==> src/rtl/rs_pkg.sv <==
// -----------------------------------------------------------------------------
// rs_pkg -- shared definitions for the RS(204,188) encoder.
//   N, K, NPAR   : codeword length, message length, number of parity bytes
//   FIELD_POLY   : GF(2^8) reduction polynomial x^8+x^4+x^3+x^2+1
//   G[0..15]     : generator polynomial coefficients, G[i] multiplies x^i
//                  (the x^16 term is 1 and implicit)
//   state_t      : encoder phase (data pass-through vs parity flush)
//   gf_mul       : GF(2^8) multiply; with a constant operand this reduces
//                  to a pure XOR network
// -----------------------------------------------------------------------------
package rs_pkg;

    localparam int N    = 204;
    localparam int K    = 188;
    localparam int NPAR = 16;

    localparam logic [8:0] FIELD_POLY = 9'h11D;

    typedef enum logic {
        ST_DATA   = 1'b0,
        ST_PARITY = 1'b1
    } state_t;

    typedef logic [NPAR-1:0][7:0] coef_vec_t;

    // Shift-and-add multiply in GF(2^8).
    function automatic logic [7:0] gf_mul(input logic [7:0] a, input logic [7:0] b);
        logic [7:0] p;
        logic [7:0] x;
        p = 8'h00;
        x = a;
        for (int i = 0; i < 8; i++) begin
            if (b[i]) begin
                p = p ^ x;
            end
            x = {x[6:0], 1'b0} ^ (x[7] ? FIELD_POLY[7:0] : 8'h00);
        end
        return p;
    endfunction

    // g(x) = prod_{i=0..15} (x + alpha^i), alpha = 0x02.
    // Built up one root at a time; c[k] is the coefficient of x^k.
    function automatic coef_vec_t gen_poly();
        logic [7:0] c [0:NPAR];
        logic [7:0] root;
        coef_vec_t  res;
        for (int k = 0; k <= NPAR; k++) begin
            c[k] = 8'h00;
        end
        c[0] = 8'h01;
        root = 8'h01;
        for (int i = 0; i < NPAR; i++) begin
            for (int k = NPAR; k >= 1; k--) begin
                c[k] = c[k-1] ^ gf_mul(c[k], root);
            end
            c[0] = gf_mul(c[0], root);
            root = gf_mul(root, 8'h02);
        end
        for (int k = 0; k < NPAR; k++) begin
            res[k] = c[k];
        end
        return res;
    endfunction

    localparam coef_vec_t G = gen_poly();

endpackage

==> src/rtl/rs_enc_if.sv <==
// -----------------------------------------------------------------------------
// rs_enc_if -- byte-stream bus of the RS encoder.
//   CE         : source strobe, one per byte slot
//   input_byte : message byte, valid with CE
//   Out_byte   : encoded byte, valid with CEO
//   CEO        : one-clk pulse per output byte
//   Valid_out  : output byte belongs to a codeword
//   Par_out    : output byte is a parity byte
// master = byte source/sink (testbench side), slave = encoder.
// -----------------------------------------------------------------------------
interface rs_enc_if;
    logic       CE;
    logic [7:0] input_byte;
    logic [7:0] Out_byte;
    logic       CEO;
    logic       Valid_out;
    logic       Par_out;

    modport master (
        output CE,
        output input_byte,
        input  Out_byte,
        input  CEO,
        input  Valid_out,
        input  Par_out
    );

    modport slave (
        input  CE,
        input  input_byte,
        output Out_byte,
        output CEO,
        output Valid_out,
        output Par_out
    );
endinterface

==> src/rtl/gf_cmult.sv <==
// -----------------------------------------------------------------------------
// gf_cmult -- combinational GF(2^8) multiply by a constant C.
//   a_i : 8-bit operand
//   p_o : a_i * C in GF(2^8) mod 0x11D
// With C fixed at elaboration the multiply collapses to an XOR network.
// -----------------------------------------------------------------------------
module gf_cmult
    import rs_pkg::*;
#(
    parameter logic [7:0] C = 8'h01
) (
    input  logic [7:0] a_i,
    output logic [7:0] p_o
);

    assign p_o = gf_mul(a_i, C);

endmodule

==> src/rtl/rs_enc.sv <==
// -----------------------------------------------------------------------------
// rs_enc -- systematic RS(204,188) encoder, t=8, GF(2^8) poly 0x11D.
//   clk   : system clock, rising edge
//   reset : asynchronous, active-low
//   bus   : rs_enc_if.slave (CE/input_byte in; Out_byte/CEO/Valid_out/Par_out out)
// Each CE is one byte slot. Slots 0..187 pass the message byte through and
// clock the LFSR divider; slots 188..203 shift the 16 remainder bytes out,
// highest-degree (r15) first. The shift-out feeds zeros back, so the LFSR is
// already clear when the next codeword starts.
// -----------------------------------------------------------------------------
module rs_enc
    import rs_pkg::*;
(
    input  logic     clk,
    input  logic     reset,
    rs_enc_if.slave  bus
);

    localparam logic [7:0] SLOT_LAST_DATA = 8'(K - 1);
    localparam logic [7:0] SLOT_LAST      = 8'(N - 1);

    state_t     state_q;
    logic [7:0] cnt_q;
    logic [7:0] r_q [NPAR];
    logic [7:0] out_q;
    logic       ceo_q;
    logic       valid_q;
    logic       par_q;

    logic [7:0] fb;
    logic [7:0] gp [NPAR];

    // Feedback is forced to zero in the parity phase; every product is then
    // zero and the register chain degenerates into a plain shift.
    assign fb = (state_q == ST_DATA) ? (bus.input_byte ^ r_q[NPAR-1]) : 8'h00;

    generate
        for (genvar gi = 0; gi < NPAR; gi++) begin : g_cmult
            gf_cmult #(.C(G[gi])) u_cmult (
                .a_i (fb),
                .p_o (gp[gi])
            );
        end
    endgenerate

    always_ff @(posedge clk or negedge reset) begin
        if (!reset) begin
            state_q <= ST_DATA;
            cnt_q   <= 8'h00;
            out_q   <= 8'h00;
            ceo_q   <= 1'b0;
            valid_q <= 1'b0;
            par_q   <= 1'b0;
            for (int i = 0; i < NPAR; i++) begin
                r_q[i] <= 8'h00;
            end
        end else begin
            ceo_q <= bus.CE;
            if (bus.CE) begin
                valid_q <= 1'b1;
                par_q   <= (state_q == ST_PARITY);
                out_q   <= (state_q == ST_DATA) ? bus.input_byte : r_q[NPAR-1];

                r_q[0] <= gp[0];
                for (int i = 1; i < NPAR; i++) begin
                    r_q[i] <= r_q[i-1] ^ gp[i];
                end

                if (cnt_q == SLOT_LAST) begin
                    cnt_q <= 8'h00;
                end else begin
                    cnt_q <= cnt_q + 8'd1;
                end

                // Phase follows the slot that the counter is moving into.
                if (cnt_q == SLOT_LAST_DATA) begin
                    state_q <= ST_PARITY;
                end else if (cnt_q == SLOT_LAST) begin
                    state_q <= ST_DATA;
                end
            end
        end
    end

    assign bus.Out_byte  = out_q;
    assign bus.CEO       = ceo_q;
    assign bus.Valid_out = valid_q;
    assign bus.Par_out   = par_q;

endmodule

==> src/flat_wrapper.sv <==
// flat-port wrapper written by rule: the top's interface ports become plain ports
module rs_enc_flat import rs_pkg::*;
  (clk, reset, bus_CE, bus_input_byte, bus_Out_byte, bus_CEO, bus_Valid_out, bus_Par_out);
  rs_enc_if bus_i ();
  input  logic clk;
  input  logic reset;
  input wire logic [$bits(bus_i.CE)-1:0] bus_CE;
  input wire logic [$bits(bus_i.input_byte)-1:0] bus_input_byte;
  output wire logic [$bits(bus_i.Out_byte)-1:0] bus_Out_byte;
  output wire logic [$bits(bus_i.CEO)-1:0] bus_CEO;
  output wire logic [$bits(bus_i.Valid_out)-1:0] bus_Valid_out;
  output wire logic [$bits(bus_i.Par_out)-1:0] bus_Par_out;
  assign bus_i.CE = bus_CE;
  assign bus_i.input_byte = bus_input_byte;
  assign bus_Out_byte = bus_i.Out_byte;
  assign bus_CEO = bus_i.CEO;
  assign bus_Valid_out = bus_i.Valid_out;
  assign bus_Par_out = bus_i.Par_out;
  rs_enc u_core (.clk(clk), .reset(reset), .bus(bus_i));
endmodule
==> config.mk <==
export PLATFORM = sky130hd
export DESIGN_NAME = rs_enc_flat
export DESIGN_NICKNAME = d
export VERILOG_FILES = /design/src/rtl/rs_pkg.sv /design/src/rtl/rs_enc_if.sv /design/src/rtl/gf_cmult.sv /design/src/rtl/rs_enc.sv /design/src/flat_wrapper.sv
export SDC_FILE = /design/constraint.sdc
export NUM_CORES = 1
export LEC_CHECK = 0
export ABC_AREA = 0
export CAP_MARGIN = 20
export CORE_MARGIN = 5
export CORE_UTILIZATION = 30
export CTS_CLUSTER_DIAMETER = 200
export DETAILED_ROUTE_END_ITERATION = 8
export DONT_BUFFER_PORTS = 1
export REMOVE_ABC_BUFFERS = 1
export SLEW_MARGIN = 20
export SYNTH_ARGS = -nofsm -noshare
export SYNTH_HDL_FRONTEND = slang
export SYNTH_HIERARCHICAL = 1
export SYNTH_SLANG_ARGS = --single-unit
export TNS_END_PERCENT = 20
==> constraint.sdc <==
create_clock -name clk -period 10.8 [get_ports clk]
set_input_delay 2.16 -clock clk [delete_from_list [all_inputs] [get_ports clk]]
set_output_delay 2.16 -clock clk [all_outputs]
set_load 0.1 [all_outputs]
Yosys cells after proc, flatten, opt, wreduce, memory -nomap -nowiden

Cells that the tools add are included.

Register bits: 148
Input port bits: 11
Output and inout port bits: 11

Multiplexer cells: 12
Equality and inequality tests: 2
Reduce and logical (&&, ||, !) cells: 2
Bitwise gates (word level): 54
Add/sub/neg operators: 1

Operators by type and width:

| operator                                     | count |
|---|---|
| bitwise XOR 8 bit                            | 51 |
| 2-to-1 mux 5 bit                             | 7 |
| 2-to-1 mux 8 bit                             | 3 |
| bitwise XOR 8 x 5 -> 8 bit                   | 3 |
| == test 8 bit (second input constant)        | 2 |
| adder 8 x 1 -> 8 bit (second input constant) | 1 |
| 2-to-1 mux 1 bit                             | 2 |
| AND reduction 2 bit                          | 1 |
| nonzero test 2 bit                           | 1 |

Longest topological paths before layout

Gate-level depths: netlist (run 1).

Depth after elaboration: 18
Depth in mapped cells: 8

By module

The synthesis (run 1) kept the hierarchy.

By module, submodules not included:

| module                                   | area each (um2) | instances | cells an instance |
|---|---|---|---|
| rs_enc                                   | 6550.0          | 1         | 624 |
| gf_cmult (u_core.g_cmult[0].u_cmult ...) | 180.2           | 2         | 15 |
| gf_cmult (u_core.g_cmult[4].u_cmult)     | 292.8           | 1         | 18 |
| gf_cmult (u_core.g_cmult[10].u_cmult)    | 261.5           | 1         | 17 |
| gf_cmult (u_core.g_cmult[9].u_cmult)     | 226.5           | 1         | 16 |
| gf_cmult (u_core.g_cmult[12].u_cmult)    | 221.5           | 1         | 16 |
| gf_cmult (u_core.g_cmult[7].u_cmult)     | 210.2           | 1         | 14 |
| gf_cmult (u_core.g_cmult[1].u_cmult)     | 186.4           | 1         | 14 |
| gf_cmult (u_core.g_cmult[13].u_cmult)    | 185.2           | 1         | 17 |
| gf_cmult (u_core.g_cmult[14].u_cmult)    | 180.2           | 1         | 17 |
| gf_cmult (u_core.g_cmult[3].u_cmult)     | 170.2           | 1         | 15 |
| gf_cmult (u_core.g_cmult[11].u_cmult)    | 138.9           | 1         | 14 |
| gf_cmult (u_core.g_cmult[5].u_cmult)     | 138.9           | 1         | 15 |
| gf_cmult (u_core.g_cmult[2].u_cmult)     | 132.6           | 1         | 12 |
| +2 rows                                  | --              | --        | -- |

Worst setup path before layout (run 1)

OpenSTA, ideal clock, no wires.

Kind: input -> register
Start point: input port bus_input_byte[7]
End point: register u_core/r_q[98] (netlist name)
Cell stages on the path: 6
Slack: 4.485 ns
Library setup time: 0.137 ns
Arrival time: 6.178 ns
Cells stage by stage: xnor2_1 -> nor2_1 -> xnor3_2 -> xnor3_1 -> xnor2_1 -> a21oi_1

RTL lines:

| what                            | line              | source |
|---|---|---|
| from (decl)                     | flat_wrapper.sv:8 | `input wire logic [$bits(bus_i.input_byte)-1:0] bus_input_byte;` |
| to (signal, indexed assignment) | rs_enc.sv:66      | `r_q[i] <= r_q[i-1] ^ gp[i];` |
| to (decl)                       | rs_enc.sv:24      | `logic [7:0] r_q [NPAR];` |

==> results of run 1 <==
-- layout make-up --
| type | count | area [um2] |
|---|---|---|
| well taps | 402 | 503.0 |
| flip-flops and latches | 148 | 3704 |
| fillers | 3116 | 20820 |
| inverters | 5 | 18.77 |
| repair buffers | 9 | 67.56 |
| multi-input cells | 670 | 5595 |
| clock buffers | 17 | 425.4 |
| clock inverters | 15 | 182.7 |
-- sequential cells by signal, summed over array words and instances, names as in the netlist --
register / cells
u_core/bus.Par_out: 1
u_core/bus.Valid_out: 1
u_core/bus.Out_byte: 8
u_core/state_q: 1
u_core/cnt_q: 8
u_core/bus.CEO: 1
u_core/r_q: 128
-- per-layer routing --
layer | part of all wire | vias up | wire (um)
met2 | 0.47 | 53 | 8065
met4 | 0.0097 | 0 | 168
met5 | 0 | - | 0
met1 | 0.49 | 2597 | 8531
met3 | 0.031 | 15 | 540
li1 | - | 2791 | -
-- cell families (layout without fill, tap and decap cells) --
| family | after synthesis | after routing | synth area share |
|---|---|---|---|
| buffers and inverters | 45 | 46 | 0.02354 |
| adder cells (fa/ha/maj) | 1 | 1 | 0.001322 |
| multiplexers | 18 | 18 | 0.02037 |
| flip-flops | 148 | 148 | 0.3914 |
| AO/OA/AOI/OAI | 135 | 135 | 0.07405 |
| XOR/XNOR | 363 | 363 | 0.4242 |
| AND/OR/NAND/NOR | 153 | 153 | 0.06506 |
-- worst max path at each step --
stage | cells after the start | slack [ps] | end | start
global placement | 7 | 6350 | u_core/r_q[92]$_DFFE_PN0P_ | bus_input_byte[6]
detailed placement | 7 | 6350 | u_core/r_q[95]$_DFFE_PN0P_ | bus_input_byte[6]
CTS | 7 | 6780 | u_core/r_q[95]$_DFFE_PN0P_ | bus_input_byte[6]
finish | 7 | 6790 | u_core/r_q[92]$_DFFE_PN0P_ | bus_input_byte[6]
global route | 7 | 6680 | u_core/r_q[92]$_DFFE_PN0P_ | bus_input_byte[6]
floorplan | 6 | 4460 | u_core/r_q[117]$_DFFE_PN0P_ | bus_input_byte[5]
-- cell usage in the layout (no fill, tap or decap), types with 7 or more instances in the layout --
cell type	instances
dfrtp_1	148
buf_4	9
a21oi_1	128
xnor3_1	27
mux2_2	10
mux2i_1	8
xor2_1	48
xor2_2	7
nor2_1	133
xnor2_1	253
xor3_1	11
nor2_4	8
clkbuf_16	17
-- metrics by stage --
step | hold slack (ps) | setup slack [ps] | cells
after global placement | 515.7 | 6353 | 1234
after detailed placement | 517.5 | 6347 | 1234
after global routing | 560.5 | 6684 | 1266
after floorplan | 502.1 | 4456 | 823
final | 527.6 | 6793 | 1266
after CTS | 532.7 | 6785 | 1266
-- critical path: cells and delay by family --
kind | cells | cell delay [ps]
AO/OA/AOI/OAI | 1 | 80
buffers and inverters | 1 | 650
XOR/XNOR | 4 | 1310
AND/OR/NAND/NOR | 1 | 80
==> out/results.ini, run 1 <==
[synthesis]
synthArstFlopShare = 1.000
ys_types = 37
ys.flop_type = dfrtp_1
synth_area_leaders = dfrtp_1, xnor2_1, a21oi_1
yosys.area.top_type = dfrtp_1
syn_area_per_cell_um2 = 10.96
synth_top_area_frac = 0.3914
synth_seq_area_share = 0.3914
yosys_warnings = 6
syn_area_um2 = 9462
yosysMostFrequentCell = xnor2_1
synthTopCellsByCount = xnor2_1, dfrtp_1, nor2_1
synth-seq-cells = 148
syn_inst = 863
synth_edf_count = 0

[worst_setup_path]
cp_common_cell = xnor2_1
path_cells = xnor2_1, nor2_4, buf_4, xnor3_2, xnor3_4, xnor2_1, a21oi_1
crit_fanout = 43
required_ps = 11110
end_kind = register
cpPeakStageDelay_ps = 650
critPathKind = input pin to register
ff2ff_path_depth = 7
rr_startpoint = u_core/state_q$_DFFE_PN0P_
crit_arrival_ps = 4320
slowest_stage = buf_4
reg2reg_slack_ps = 7900
r2r_end = u_core/r_q[92]$_DFFE_PN0P_
startpoint_type = input pin

[global_route]
grt-ovfl-total = 0
grt_pass1_vias = 5674
grtUsageTotal = 0.1023
grt_use_met1 = 0.1416
grt_pass1_wl_um = 29660
grt_util_met3 = 0.02494
antenna_found_initial = 0
met2_usage = 0.1617
grt_max_degree = 273
top_usage_layer = met2

[timing]
clock_skew_ps = 11.42
hold_viol_final = 0
slew-limit-headroom = 0.3860
setup_viol = 0
rsz0062_at_grt = no
slew_viol_final = 0
maxClockFrequency_mhz = 249.6
finalSetupTns_ps = 0
fin_crit_ps = 4007
worst_pin_slew_ps = 921.0
fin_crit_sh = 0.3710

[die]
die_h_um = 187.6
die_w_um = 187.6
pin_count = 22
start_util = 0.3022
fp.dieArea_um2 = 35190
core_um2 = 31310
rows = 65

[drt]
drt-wirelength-per-cell_um = 13.67
post-route-drc-count = 0
ant_nets = 0
drt_first_iter_violations = 248
num_vias = 5456
wl_um = 17310
viasPerCell = 4.310
drtPass1Iterations = 4

[layout]
layout-drive-gt1-share = 0.09838
syn_to_final_growth_pct = 10.94
final_util = 0.3352
num_antenna_cells = 0
fin_area_um2 = 10500
final_nets = 863

[worst_hold_path]
min_from = u_core/r_q[120]$_DFFE_PN0P_
hold_path.class = register to register
worstHoldEndpoint = u_core/r_q[120]$_DFFE_PN0P_
whs_path_depth = 1

[clock_tree]
numCtsBuffers = 17
cts_resized = 0
clk_latency_ps = 430
cts_hold_buf = 0
path_clk_slew_ps = 70
cts_sinks = 148
post_cts.repair.setup_buffers = 0
cts-root-buf = clkbuf_16
clk_path_buf_depth = 2
cts_tree = done
h-tree-depth = 4

[placed_design]
hpwl_um = 9451
gp_congestion = 0.6698
io_buffers = 0
place_area_um2 = 9888

[flow_run]
maxCapViolations = 0

[run_status]
status = completed

Power of run 1 is left out: the tool's default activity adds up to more than one toggle a clock period on the data nets, which glitch-free logic cannot reach.
==> inputs of run 2 (changes only) <==
Clock period 10.8 ns to 3.5 ns, I/O delays scaled along.
==> run 2 against run 1 <==
Net effect:
- the flow now finishes with violations (hold timing)
- highest routed layer unchanged
- critical path depth fell by 1
- wire length rose by 6.7%
- final cell count rose by 2.0%
- via count rose by 2.3%
- largest cell class unchanged
- non-clock buffer count rose by 25
- clock skew rose by 4.4 ps
==> out/results.ini, run 2 (synthesis gave the netlist of run 1 again) <==
[run_status]
status = finished with violations
violations = hold timing

[drt]
viasPerCell = 4.325  ; +0.35%
drt-wirelength-per-cell_um = 14.30  ; +4.6%
post-route-drc-count = 0  ; unchanged
num_vias = 5583  ; +2.3%
wl_um = 18470  ; +6.7%
drt_first_iter_violations = 374  ; +51%
drtPass1Iterations = 5  ; +1
ant_nets = 0  ; unchanged

[timing]
finalWorstSetupSlack_ps = 811.8  ; -5981 ps
worst_pin_slew_ps = 904.1  ; -16.86 ps
maxClockFrequency_mhz = 372.0
setup_viol = 0  ; unchanged
hold_viol_final = 82  ; +82
slew-limit-headroom = 0.3973  ; +0.01124
slew_viol_final = 0  ; unchanged
clock_skew_ps = 15.85  ; +4.429 ps
whs_ps = -21.49  ; -549.1 ps
rsz0062_at_grt = no
fin_crit_ps = 2688
fin_crit_sh = 0.7681

[clock_tree]
clk_path_buf_depth = 2  ; unchanged
h-tree-depth = 4  ; unchanged
clk_latency_ps = 430  ; about the same
cts_sinks = 148  ; unchanged
cts-root-buf = clkbuf_16
cts_resized = 0  ; unchanged
cts_tree = done
numCtsBuffers = 17  ; unchanged
path_clk_slew_ps = 70  ; about the same
post_cts.repair.setup_buffers = 0  ; unchanged

[worst_setup_path]
crit_arrival_ps = 2980  ; -1340 ps
r2r_end = u_core/r_q[116]$_DFFE_PN0P_
cpPeakStageDelay_ps = 920  ; +270 ps
startpoint_type = register
crit_fanout = 15  ; -65%
end_kind = register
reg2reg_slack_ps = 810  ; -7090 ps
ff2ff_path_depth = 6  ; -1
path_cells = nor2_4, buf_4, xnor2_1, xor3_1, xnor2_1, a21oi_1
rr_startpoint = u_core/state_q$_DFFE_PN0P_
slowest_stage = dfrtp_1
critPathKind = register to register
cp_num_cells = 6  ; -1
cpLargestDelayFamily = XOR/XNOR gates
required_ps = 3790  ; -7320 ps
path_buf_inv = 1  ; unchanged
cp_common_cell = xnor2_1

[global_route]
grt_max_degree = 273  ; unchanged
grtUsageTotal = 0.1084  ; +0.006164
grt_pass1_wl_um = 31210  ; +5.2%
grt_pass1_vias = 5851  ; +3.1%
antenna_found_initial = 0  ; unchanged
grt-ovfl-total = 0  ; unchanged

[flow_run]
maxCapViolations = 0  ; unchanged

[die]
rows = 65  ; unchanged
die_h_um = 187.6  ; unchanged
core_um2 = 31310  ; unchanged
die_w_um = 187.6  ; unchanged
pin_count = 22  ; unchanged
fp.dieArea_um2 = 35190  ; unchanged
start_util = 0.3022  ; unchanged

[placed_design]
gp_congestion = 0.7251  ; +8.3%
io_buffers = 0  ; unchanged
place_area_um2 = 10090  ; +2.0%
hpwl_um = 11700  ; +24%
place_ws_ps = 801.3  ; -5546 ps

[layout]
final_cell_mix = xnor2_1, dfrtp_1, nor2_1, a21oi_1, xor2_1
final_util = 0.3412  ; +0.005954
fin_area_um2 = 10680  ; +1.8%
syn_to_final_growth_pct = 12.91
layout-drive-gt1-share = 0.1237  ; +0.02535
final_nets = 888  ; +2.9%
largest_register = u_core/r_q
layout_commonest_cell = xnor2_1
num_antenna_cells = 0  ; unchanged
largest_register_ffs = 128  ; unchanged

[worst_hold_path]
hold_path.class = input pin to asynchronous set/reset pin

## run 2: layer usage
metal / vias up / wire length, um / track usage
met5: - / 0 / 0
met4: 0 / 70 / 0.02541
met3: 4 / 835 / 0.02364
met2: 77 / 8639 / 0.1713
met1: 2671 / 8921 / 0.1529
li1: 2831 / - / -
## run 2: area by class of cell
type | instances | area [um2]
Fill cell | 3117 | 20630
Inverter | 5 | 18.77
Timing Repair Buffer | 34 | 267.8
Tap cell | 402 | 503.0
Clock buffer | 17 | 425.4
Clock inverter | 15 | 168.9
Sequential cell | 148 | 3704
Multi-Input combinational cell | 670 | 5595
## run 2: stage by stage
step,instances,TNS [ps]
after detailed placement,1259,0
after floorplan,823,-115860
after CTS,1291,0
final,1291,0
after global routing,1291,0
after global placement,1259,0
## run 2: worst reg2reg max path, cell delays in order (launching register included)
cell and delay (ps):
dfrtp_1 920, nor2_4 270, buf_4 290, xnor2_1 400, xor3_1 420, xnor2_1 170, a21oi_1 80
## run 2: how the worst max path moves through the flow
stage,from,slack (ps),to
after floorplan,bus_input_byte[5],-1380,u_core/r_q[117]$_DFFE_PN0P_
after global placement,u_core/state_q$_DFFE_PN0P_,830,u_core/r_q[98]$_DFFE_PN0P_
after detailed placement,u_core/state_q$_DFFE_PN0P_,800,u_core/r_q[116]$_DFFE_PN0P_
after CTS,u_core/state_q$_DFFE_PN0P_,780,u_core/r_q[53]$_DFFE_PN0P_
after global routing,u_core/state_q$_DFFE_PN0P_,550,u_core/r_q[116]$_DFFE_PN0P_
final,u_core/state_q$_DFFE_PN0P_,810,u_core/r_q[116]$_DFFE_PN0P_
Power of run 2 is left out for the same reason.
==> inputs of run 3 (changes only) <==
Clock period 3.5 ns to 2.2 ns, I/O delays scaled along.
==> run 3 against run 2 <==
Net effect:
- the run still ends with hold timing left
- non-clock buffer count grew 60
- final cell count grew 4.6%
- utilization grew 2.2 points
- hold slack lost 270 ps
- clock-buffer cell count is the same
- cell area grew 6.3%
- wire length grew 1.7%
- critical endpoint is now u_core/r_q[117]$_DFFE_PN0P_
==> out/results.ini, run 3 (synthesis gave the netlist of run 1 again) <==
[run_status]
status = finished with violations
violations = hold timing

[die]
die_w_um = 187.6  ; unchanged
rows = 65  ; unchanged
pin_count = 22  ; unchanged
die_h_um = 187.6  ; unchanged
start_util = 0.3022  ; unchanged
fp.dieArea_um2 = 35190  ; unchanged
core_um2 = 31310  ; unchanged

[worst_setup_path]
crit_fanout = 7  ; -8
end_kind = register
critPathKind = register to register
crit_arrival_ps = 2490  ; -490 ps
required_ps = 2510  ; -1280 ps
startpoint_type = register

[clock_tree]
numCtsBuffers = 17  ; unchanged
cts-root-buf = clkbuf_16
h-tree-depth = 4  ; unchanged
cts_sinks = 148  ; unchanged
clk_path_buf_depth = 2  ; unchanged
path_clk_slew_ps = 70  ; about the same
cts_tree = done
clk_latency_ps = 430  ; about the same

[layout]
final_nets = 948  ; +6.8%
n_fill_cell = 3077  ; -1.3%
final_util = 0.3628  ; +0.02158
num_antenna_cells = 0  ; unchanged
syn_to_final_growth_pct = 20.05
final_cell_mix = xnor2_1, dfrtp_1, nor2_1, a21oi_1, buf_4
layout_commonest_cell = xnor2_1
largest_register = u_core/r_q
layout-drive-gt1-share = 0.1939  ; +0.07015
largest_register_ffs = 128  ; unchanged

[global_route]
grtUsageTotal = 0.1082  ; -0.0002371
grt_max_degree = 273  ; unchanged
antenna_found_initial = 0  ; unchanged
grt_pass1_wl_um = 31150  ; -0.20%
grt-ovfl-total = 0  ; unchanged
grt_pass1_vias = 5921  ; +1.2%

[timing]
hold_viol_final = 148  ; +80%
clock_skew_ps = 9.910  ; -5.936 ps
setup_viol = 0  ; unchanged
slew-limit-headroom = 0.3948  ; -0.002405
slew_viol_final = 0  ; unchanged
fin_crit_ps = 2180  ; -508.1 ps
fin_crit_sh = 0.9910  ; +0.2229
maxClockFrequency_mhz = 458.7  ; +23%
worst_pin_slew_ps = 907.7  ; +3.607 ps
rsz0062_at_grt = yes
whs_ps = -289.4  ; -267.9 ps

[placed_design]
gp_congestion = 0.7437  ; +2.6%
hpwl_um = 12050  ; +2.9%
io_buffers = 0  ; unchanged

[flow_run]
maxCapViolations = 0  ; unchanged

[drt]
drt_first_iter_violations = 354  ; -5.3%
ant_nets = 0  ; unchanged
num_vias = 5771  ; +3.4%
drt-wirelength-per-cell_um = 13.90  ; -2.8%
viasPerCell = 4.272  ; -1.2%
post-route-drc-count = 0  ; unchanged
wl_um = 18780  ; +1.7%
drtPass1Iterations = 4  ; -1

[worst_hold_path]
hold_path.class = input pin to asynchronous set/reset pin

run 3: worst paths after layout:
path | from | to | slack [ps] | cells after the start
min in group clk | bus_CE | u_core/r_q[91]$_DFFE_PN0P_ | 110 | 1
worst min-delay path | reset | u_core/r_q[123]$_DFFE_PN0P_ | -290 | 0
max in group asynchronous | reset | u_core/r_q[12]$_DFFE_PN0P_ | 2320 | 0
worst min register to register | u_core/bus.Out_byte[0]$_DFFE_PN0P_ | u_core/bus.Out_byte[0]$_DFFE_PN0P_ | 520 | 2
worst max-delay path | u_core/r_q[5]$_DFFE_PN0P_ | u_core/r_q[117]$_DFFE_PN0P_ | 20 | 7
worst max register to register | u_core/r_q[5]$_DFFE_PN0P_ | u_core/r_q[117]$_DFFE_PN0P_ | 20 | 7
run 3: worst max-delay path, cell delays in order, from the launching register on:
cell and delay (ps):
dfrtp_1 420, xnor2_2 170, nor2_4 210, buf_12 170, xor3_2 470, xnor3_1 360, xnor2_1 180, a21oi_1 80
run 3: metrics by stage:
stage | worst slack (ps) | instance area (um2) | std cells | TNS, ps
floorplan | -2536 | 9258 | 823 | -263110
global placement | 12.26 | 10600 | 1311 | 0
detailed placement | -27.65 | 10600 | 1311 | -34.80
CTS | 9.566 | 11200 | 1346 | 0
global route | -52.39 | 11360 | 1351 | -637.7
finish | 19.83 | 11360 | 1351 | 0
run 3: final cells by class:
| type | instances | area, um2 | share of cell area |
|---|---|---|---|
| timing repair buffer | 94 | 850.8 | 0.07491 |
| tap | 402 | 503.0 | 0.04428 |
| sequential | 148 | 3704 | 0.3261 |
| multi-input combinational | 670 | 5712 | 0.5029 |
| clock buffer | 17 | 425.4 | 0.03745 |
| inverter | 5 | 18.77 | 0.001652 |
| clock inverter | 15 | 145.1 | 0.01278 |
run 3: repair_timing:
item / 4_1_cts / 5_1_grt
endpoints found under the setup margin: 4 / 30
gates resized for setup: 1 / 16
pin swaps: 1 / 6
buffers inserted: 3 / 5
endpoints found under the hold margin: 148 / 148
run 3: per-layer routing:
metal  wire [um]  vias up  track usage
li1            -     2959            -
met1        9184     2762       0.1458
met2        8925       39       0.1784
met3         520       11      0.02476
met4         148        0      0.02456
met5           0        -            0
Power of run 3 is left out for the same reason.
